===== src/rtl/x_23k640_array_ctrl_pkg.sv =====
// Shared types and constants for the 23K640 SPI SRAM lane-array controller.
package x_23K640_pkg;

  localparam int ADDR_W = 16;

  localparam logic MODE_BYTE   = 1'b0;
  localparam logic MODE_STRIPE = 1'b1;

  typedef enum logic [1:0] {
    IDLE  = 2'd0,
    ISSUE = 2'd1,
    WAIT  = 2'd2,
    RESP  = 2'd3
  } state_t;

endpackage


===== src/rtl/x_23k640_array_ctrl_lane_track.sv =====
// Per-lane bookkeeping: whether the lane has taken the current request,
// whether it has completed, and the read byte it returned.
module x_23K640_lane_track (
  input  logic       clk,
  input  logic       rst_n,
  input  logic       clear,
  input  logic       issue_en,
  input  logic       track_en,
  input  logic       target,
  input  logic       accept,
  input  logic       ready,
  input  logic [7:0] rdata,
  output logic       lane_valid,
  output logic       accepted_nx,
  output logic       done_nx,
  output logic [7:0] rbyte
);

  logic accepted_q;
  logic done_q;
  logic capture;

  // A lane keeps requesting until it accepts; completion can land in the
  // same cycle as acceptance, so done is tracked independently.
  assign lane_valid  = issue_en & target & ~accepted_q;
  assign accepted_nx = accepted_q | (issue_en & target & accept);
  assign capture     = track_en & target & ready;
  assign done_nx     = done_q | capture;

  // Flags and read byte are wiped on every new request so stale data from
  // an earlier or aborted transfer can never leak into a response.
  always_ff @(posedge clk or negedge rst_n) begin
    if (!rst_n) begin
      accepted_q <= 1'b0;
      done_q     <= 1'b0;
      rbyte      <= 8'h00;
    end else if (clear) begin
      accepted_q <= 1'b0;
      done_q     <= 1'b0;
      rbyte      <= 8'h00;
    end else begin
      accepted_q <= accepted_nx;
      done_q     <= done_nx;
      if (capture) begin
        rbyte <= rdata;
      end
    end
  end

endmodule


===== src/rtl/x_23k640_array_ctrl.sv =====
// Request controller for an array of 23K640 SPI SRAM lane engines: byte mode
// targets one lane, stripe mode broadcasts to all lanes, with a completion
// timeout and a held response handshake.
module x_23k640_array_ctrl
  import x_23K640_pkg::*;
#(
  parameter  int P_LANES   = 16,
  parameter  int P_TIMEOUT = 4096,
  localparam int P_LW      = $clog2(P_LANES)
) (
  input  logic                   i_clk,
  input  logic                   i_rst,
  input  logic                   i_req_valid,
  output logic                   o_req_ready,
  input  logic                   i_req_rd_n_wr,
  input  logic                   i_req_mode,
  input  logic [ADDR_W+P_LW-1:0] i_req_addr,
  input  logic [8*P_LANES-1:0]   i_req_wdata,
  output logic                   o_rsp_valid,
  input  logic                   i_rsp_ready,
  output logic                   o_rsp_rd,
  output logic                   o_rsp_err,
  output logic [8*P_LANES-1:0]   o_rsp_data,
  output logic [P_LANES-1:0]     o_lane_valid,
  input  logic [P_LANES-1:0]     i_lane_accept,
  output logic                   o_lane_rd_n_wr,
  output logic [ADDR_W-1:0]      o_lane_addr,
  output logic [8*P_LANES-1:0]   o_lane_wdata,
  input  logic [P_LANES-1:0]     i_lane_ready,
  input  logic [8*P_LANES-1:0]   i_lane_rdata
);

  localparam int               CNT_W    = $clog2(P_TIMEOUT);
  localparam logic [CNT_W-1:0] CNT_LAST = CNT_W'(P_TIMEOUT - 1);

  state_t                 state;
  state_t                 state_nx;
  logic                   accept;
  logic                   issue_en;
  logic                   track_en;
  logic                   all_acc;
  logic                   all_done;
  logic                   timed_out;
  logic                   rd_q;
  logic                   mode_q;
  logic                   err_q;
  logic [ADDR_W-1:0]      addr_q;
  logic [8*P_LANES-1:0]   wdata_q;
  logic [8*P_LANES-1:0]   req_wdata;
  logic [P_LANES-1:0]     target_q;
  logic [P_LANES-1:0]     req_target;
  logic [P_LANES-1:0]     acc_nx;
  logic [P_LANES-1:0]     done_nx;
  logic [CNT_W-1:0]       cnt_q;
  logic [P_LW-1:0]        req_lane;
  logic [7:0]             rbyte [P_LANES];
  logic [7:0]             byte_or;

  assign req_lane    = i_req_addr[ADDR_W +: P_LW];
  assign o_req_ready = (state == IDLE);
  assign accept      = i_req_valid & o_req_ready;
  assign issue_en    = (state == ISSUE);
  assign track_en    = issue_en | (state == WAIT);
  assign all_acc     = ((acc_nx & target_q) == target_q);
  assign all_done    = ((done_nx & target_q) == target_q);
  assign timed_out   = (state == WAIT) && (cnt_q == CNT_LAST) && !all_done;

  assign o_rsp_valid    = (state == RESP);
  assign o_rsp_rd       = o_rsp_valid & rd_q;
  assign o_rsp_err      = o_rsp_valid & err_q;
  assign o_lane_rd_n_wr = rd_q;
  assign o_lane_addr    = addr_q;
  assign o_lane_wdata   = wdata_q;

  // Decode an incoming request into its lane mask and per-lane write bytes;
  // byte mode leaves every other lane's write byte at zero.
  always_comb begin
    req_target = '0;
    req_wdata  = '0;
    if (i_req_mode == MODE_STRIPE) begin
      req_target = '1;
      req_wdata  = i_req_wdata;
    end else begin
      for (int k = 0; k < P_LANES; k++) begin
        if (req_lane == P_LW'(k)) begin
          req_target[k]        = 1'b1;
          req_wdata[8*k +: 8]  = i_req_wdata[7:0];
        end
      end
    end
  end

  // FSM state register.
  always_ff @(posedge i_clk or negedge i_rst) begin
    if (!i_rst) begin
      state <= IDLE;
    end else begin
      state <= state_nx;
    end
  end

  // Next-state logic; when the last lane both accepts and completes in the
  // same ISSUE cycle we go straight to RESP so the response still follows
  // the final ready pulse by exactly one cycle.
  always_comb begin
    state_nx = state;
    case (state)
      IDLE: begin
        if (accept) begin
          state_nx = ISSUE;
        end
      end
      ISSUE: begin
        if (all_acc) begin
          state_nx = all_done ? RESP : WAIT;
        end
      end
      WAIT: begin
        if (all_done || (cnt_q == CNT_LAST)) begin
          state_nx = RESP;
        end
      end
      RESP: begin
        if (i_rsp_ready) begin
          state_nx = IDLE;
        end
      end
      default: state_nx = IDLE;
    endcase
  end

  // Latch the request fields on acceptance; they drive the shared lane bus.
  always_ff @(posedge i_clk or negedge i_rst) begin
    if (!i_rst) begin
      rd_q     <= 1'b0;
      mode_q   <= MODE_BYTE;
      addr_q   <= '0;
      wdata_q  <= '0;
      target_q <= '0;
    end else if (accept) begin
      rd_q     <= i_req_rd_n_wr;
      mode_q   <= i_req_mode;
      addr_q   <= i_req_addr[ADDR_W-1:0];
      wdata_q  <= req_wdata;
      target_q <= req_target;
    end
  end

  // Completion timeout counter, running only while waiting on lanes.
  always_ff @(posedge i_clk or negedge i_rst) begin
    if (!i_rst) begin
      cnt_q <= '0;
    end else if (state == WAIT) begin
      cnt_q <= cnt_q + CNT_W'(1);
    end else begin
      cnt_q <= '0;
    end
  end

  // Error flag marks a response forced out by the timeout.
  always_ff @(posedge i_clk or negedge i_rst) begin
    if (!i_rst) begin
      err_q <= 1'b0;
    end else if (accept) begin
      err_q <= 1'b0;
    end else if (timed_out) begin
      err_q <= 1'b1;
    end
  end

  // Per-lane accept/done flags and read byte capture.
  for (genvar k = 0; k < P_LANES; k++) begin : g_lane
    x_23K640_lane_track u_track (
      .clk         (i_clk),
      .rst_n       (i_rst),
      .clear       (accept),
      .issue_en    (issue_en),
      .track_en    (track_en),
      .target      (target_q[k]),
      .accept      (i_lane_accept[k]),
      .ready       (i_lane_ready[k]),
      .rdata       (i_lane_rdata[8*k +: 8]),
      .lane_valid  (o_lane_valid[k]),
      .accepted_nx (acc_nx[k]),
      .done_nx     (done_nx[k]),
      .rbyte       (rbyte[k])
    );
  end

  // Assemble read data from the captured bytes; in byte mode only the
  // selected lane can hold a non-zero byte, so OR-ing them picks it out.
  always_comb begin
    byte_or    = 8'h00;
    o_rsp_data = '0;
    for (int k = 0; k < P_LANES; k++) begin
      byte_or = byte_or | rbyte[k];
    end
    if (o_rsp_valid && rd_q) begin
      if (mode_q == MODE_STRIPE) begin
        for (int k = 0; k < P_LANES; k++) begin
          o_rsp_data[8*k +: 8] = rbyte[k];
        end
      end else begin
        o_rsp_data[7:0] = byte_or;
      end
    end
  end

endmodule


===== config.mk =====
export PLATFORM = sky130hd
export DESIGN_NAME = x_23k640_array_ctrl
export DESIGN_NICKNAME = d
export VERILOG_FILES = /design/src/rtl/x_23k640_array_ctrl_pkg.sv /design/src/rtl/x_23k640_array_ctrl_lane_track.sv /design/src/rtl/x_23k640_array_ctrl.sv
export SDC_FILE = /design/constraint.sdc
export NUM_CORES = 1
export LEC_CHECK = 0
export CORE_ASPECT_RATIO = 1.1
export CORE_MARGIN = 3
export CORE_UTILIZATION = 30
export DETAILED_ROUTE_END_ITERATION = 10
export SLEW_MARGIN = 20
export SYNTH_ARGS = -nofsm -noshare
export SYNTH_HDL_FRONTEND = slang
export SYNTH_HIERARCHICAL = 1
export SYNTH_SLANG_ARGS = --single-unit

===== constraint.sdc =====
create_clock -name i_clk -period 4.4 [get_ports i_clk]
set_input_delay 1.1 -clock i_clk [delete_from_list [all_inputs] [get_ports i_clk]]
set_output_delay 1.1 -clock i_clk [all_outputs]
set_load 0.02 [all_outputs]

==> impl_metrics.csv, run 1 <==
group,metric,value,unit
outcome,status,"finished, final reports clean",
sta,timing.final.crit_share,0.884,
die,pin_count,607,
setup_path,end_kind,"primary output",
synth,syn_nets,2040,
global_routing,grt_pass1_wl,106000,um
placed_design,gp_congestion,0.876,
synth,synth_fa_ha_area_frac,0.00369,
cells_and_area,finalNetCount,2603,
clocking,cts_tree,"done",
synth,ys_ff_latch,337,
setup_path,cp_slowest_cell,"dfrtp_1",
synth,synth_edf_count,0,
detailed_routing,viasPerCell,5.06,
synth,seq_area_frac_synth,0.497,
detailed_routing,drc_errors,0,
sta,max_freq,257,MHz
clocking,clk_pin_slew,0.06,ns
synth,synth-simple-area-share,0.271,
setup_path,crit_type,"register to primary output",
detailed_routing,antenna_left,0,
cells_and_area,nFillCells,5357,
worst_hold_path,min_to,"cnt_q[0]",
sta,skew,0.0274,ns
detailed_routing,routed_wl,72200,um
synth,synth_top_family_by_area,"simple AND/OR/NAND/NOR gates",
clocking,cts_buffers,41,
clocking,cts-resized-gates,0,
synth,synth_compound_area_frac,0.110,
global_routing,track_usage,0.234,
global_routing,grt_pass1_vias,15700,
cells_and_area,multi_input_area,7910,um2
die,die_x,233,um
global_routing,grt_max_degree,147,
detailed_routing,drtIter0Drc,904,
run,drv_cap,0,
setup_path,crit_chain,"and3_2, buf_12, and2_1, clkdlybuf4s50_1",
placed_design,io_buffers,606,
cells_and_area,regArea,8430,um2
sta,setup_viol,0,
die,initial_utilization,0.306,
clocking,clockRootBuffer,"clkbuf_16",
setup_path,reg2reg_to,"state[0]",
clocking,cts_sinks,337,
pwr,seq_power_share,0.356,
pwr,peakVddDrop,307,uV
synth,ys_types,42,
cells_and_area,fin_util,0.452,
setup_path,worstSetupStartpointType,"register",
global_routing,grt_remaining_overflow,0,
die,row_count,90,
sta,finalMaxSlewViolations,0,
detailed_routing,vias,15400,
setup_path,reg2reg_setup_slack,1.09,ns
sta,worst_hold_slack,0.454,ns
setup_path,crit_arrival,2.79,ns
synth,synth_top_flop_cell,"dfrtp_1",
die,die_area,59500,um2
die,coreArea,55400,um2
pwr,p_sw_frac,0.397,
worst_hold_path,min_path_type,"register to register",
sta,fin_tns_setup,0,ns
cells_and_area,areaGrowthSynthToFinish,47.6,%
setup_path,crit_required,3.30,ns
cells_and_area,drive_gt1_frac,0.0489,
sta,relSlewSlack,0.335,
sta,rsz0062_at_grt,"no",
synth,postSynthAreaPerCell,9.86,um2
setup_path,cp_slowest_stage_delay,0.65,ns
pwr,netSwitchingPower,6150,uW
pwr,pwr-share-clk,0.222,
setup_path,reg2regPathDepth,10,
setup_path,crit_fanout,120,
clocking,clk_latency,0.57,ns
pwr,p_per_area,618,nW/um2
clocking,cts_setup_buffers,0,
pwr,p_comb_frac,0.423,
synth,syn_inst,1721,
placed_design,dp_hpwl,53600,um
pwr,p_int,9350,uW
synth,yosys_warnings,6,
worst_hold_path,min_from,"cnt_q[0]",
detailed_routing,routedWlPerCell,23.7,um
global_routing,antenna_found_initial,4,
setup_path,r2r-start,"state[1]",
clocking,htree_levels,2,
die,die_h,255,um
sta,tightest_slew,0.973,ns
clocking,holdBufCountCts,0,
pwr,p_leak,0.0110,uW
sta,period_minus_slack,3.89,ns
synth,muxShareOfSynthArea,0.0755,
synth,synthArstFlopShare,1.00,
synth,synth_area,17000,um2
clocking,clk_path_buf_depth,3,
worst_hold_path,holdPathStages,1,
synth,synth_xor_area_frac,0.00413,
sta,hold_viol,0,
detailed_routing,dr.pass1.iters,6,
[Yosys cell counts, drive strengths merged, types with 2 or more instances]
cell	number	area share
or3	2	0.00074
a211o	6	0.0031
a21oi	80	0.024
a32oi	44	0.023
nand3	7	0.0021
a21o	2	0.00088
nand2	181	0.040
and4	2	0.0011
a41oi	10	0.0052
nor2	63	0.014
a221o	9	0.0053
inv	32	0.0071
nor3	11	0.0035
xor2	6	0.0031
xnor2	2	0.0010
and3	98	0.036
dfrtp	337	0.50
buf	35	0.016
a31oi	16	0.0059
nor4	26	0.010
nand2b	264	0.097
a22o	8	0.0041
o21ai	70	0.021
clkbuf	72	0.016
ha	5	0.0037
a2111oi	8	0.0086
nor2b	50	0.019
nand4	3	0.0011
a31o	16	0.0083
mux2i	128	0.075
and2	124	0.046
[per-layer routing]
layer  vias to the layer above  routed length, um  global-route usage
li1                       7017                  -                   -
met1                      7628              28200               0.281
met2                       663              36200               0.412
met3                        97               5850              0.0641
met4                         4               1850              0.0616
met5                         -                 20                   0
[layout make-up]
cell class | instances | share of cell area
antenna | 2 | 0.000200
clock buffer | 55 | 0.0463
clock inverter | 14 | 0.00669
inverter | 32 | 0.00509
multi-input combinational | 1245 | 0.315
sequential | 337 | 0.337
tap | 736 | 0.0367
timing repair buffer | 627 | 0.253
[how the worst max path moves through the flow]
stage,slack [ns],cells after the start,end,start
after floorplan,0.14,7,g_lane[3].u_track/rbyte[6],i_req_valid
after global placement,0.81,8,state[0],i_lane_accept[11]
after detailed placement,0.66,7,o_lane_wdata[92],i_req_valid
after CTS,0.43,6,o_rsp_data[2],g_lane[12].u_track/rbyte[2]
after global routing,0.33,4,o_rsp_data[33],mode_q
final,0.51,4,o_rsp_data[33],mode_q
[metrics by stage]
stage | total power [uW] | area (um2) | worst slack, ns | std cells
6_report | 15500 | 25100 | 0.509 | 3048
5_1_grt | 16400 | 25100 | 0.331 | 3047
4_1_cts | 15700 | 25000 | 0.434 | 3046
3_5_place_dp | 12200 | 23700 | 0.664 | 2977
3_3_place_gp | 12000 | 23700 | 0.808 | 2977
2_1_floorplan | 8910 | 17000 | 0.139 | 1721
[cells by family (layout without fill, tap and decap cells)]
group / count (synthesis) / in the layout
multiplexers: 128 / 128
AO/OA/AOI/OAI: 272 / 272
other: 0 / 2
buffers and inverters: 139 / 728
AND/OR/NAND/NOR: 832 / 832
flip-flops: 337 / 337
adder cells (fa/ha/maj): 5 / 5
XOR/XNOR: 8 / 8
[cells in the final DEF (no fill, tap or decap), drive strengths merged, types with 3 or more instances in the layout]
master and count:
nor2b 50, a2111oi 8, nor3 11, clkbuf 55
a41oi 10, nand4 3, a31oi 16, clkdlybuf4s50 604
nor2 63, inv 34, clkinvlp 3, o21ai 70
nand2b 264, bufinv 3, a31o 16, mux2i 128
a221o 9, nand2 181, and3 98, a21oi 80
a22o 8, and2 124, clkinv 6, a32oi 44
ha 5, a211o 6, buf 23, dfrtp 337
xor2 6, nand3 7, nor4 26
[state kept, by name (all words and copies together) (netlist names)]
name,flops
cnt_q,12
err_q,1
g_lane.u_track/accepted_q,16
g_lane.u_track/done_q,16
g_lane.u_track/rbyte,128
mode_q,1
o_lane_addr,16
o_lane_rd_n_wr,1
o_lane_wdata,128
state,2
target_q,16
[critical path, delay by kind of cell (launching register included)]
family | cells | cell delay (ns)
AND/OR/NAND/NOR | 2 | 0.50
buffers and inverters | 2 | 0.96
flip-flops | 1 | 0.65
[power groups by stage]
stage	Sequential (uW)	Combinational, uW	Clock (uW)
after floorplan	5660	3250	0
after global placement	5490	6520	0
after detailed placement	5530	6620	0
after CTS	5510	6650	3530
after global routing	5660	7100	3640
final	5510	6550	3430
Power figures use the tool's default switching activity.
==> inputs of run 2 (changes only) <==
- CAP_MARGIN: not set -> 20
==> results of run 2 <==
No change in the layout: final DEF, timing and power equal those of run 1.
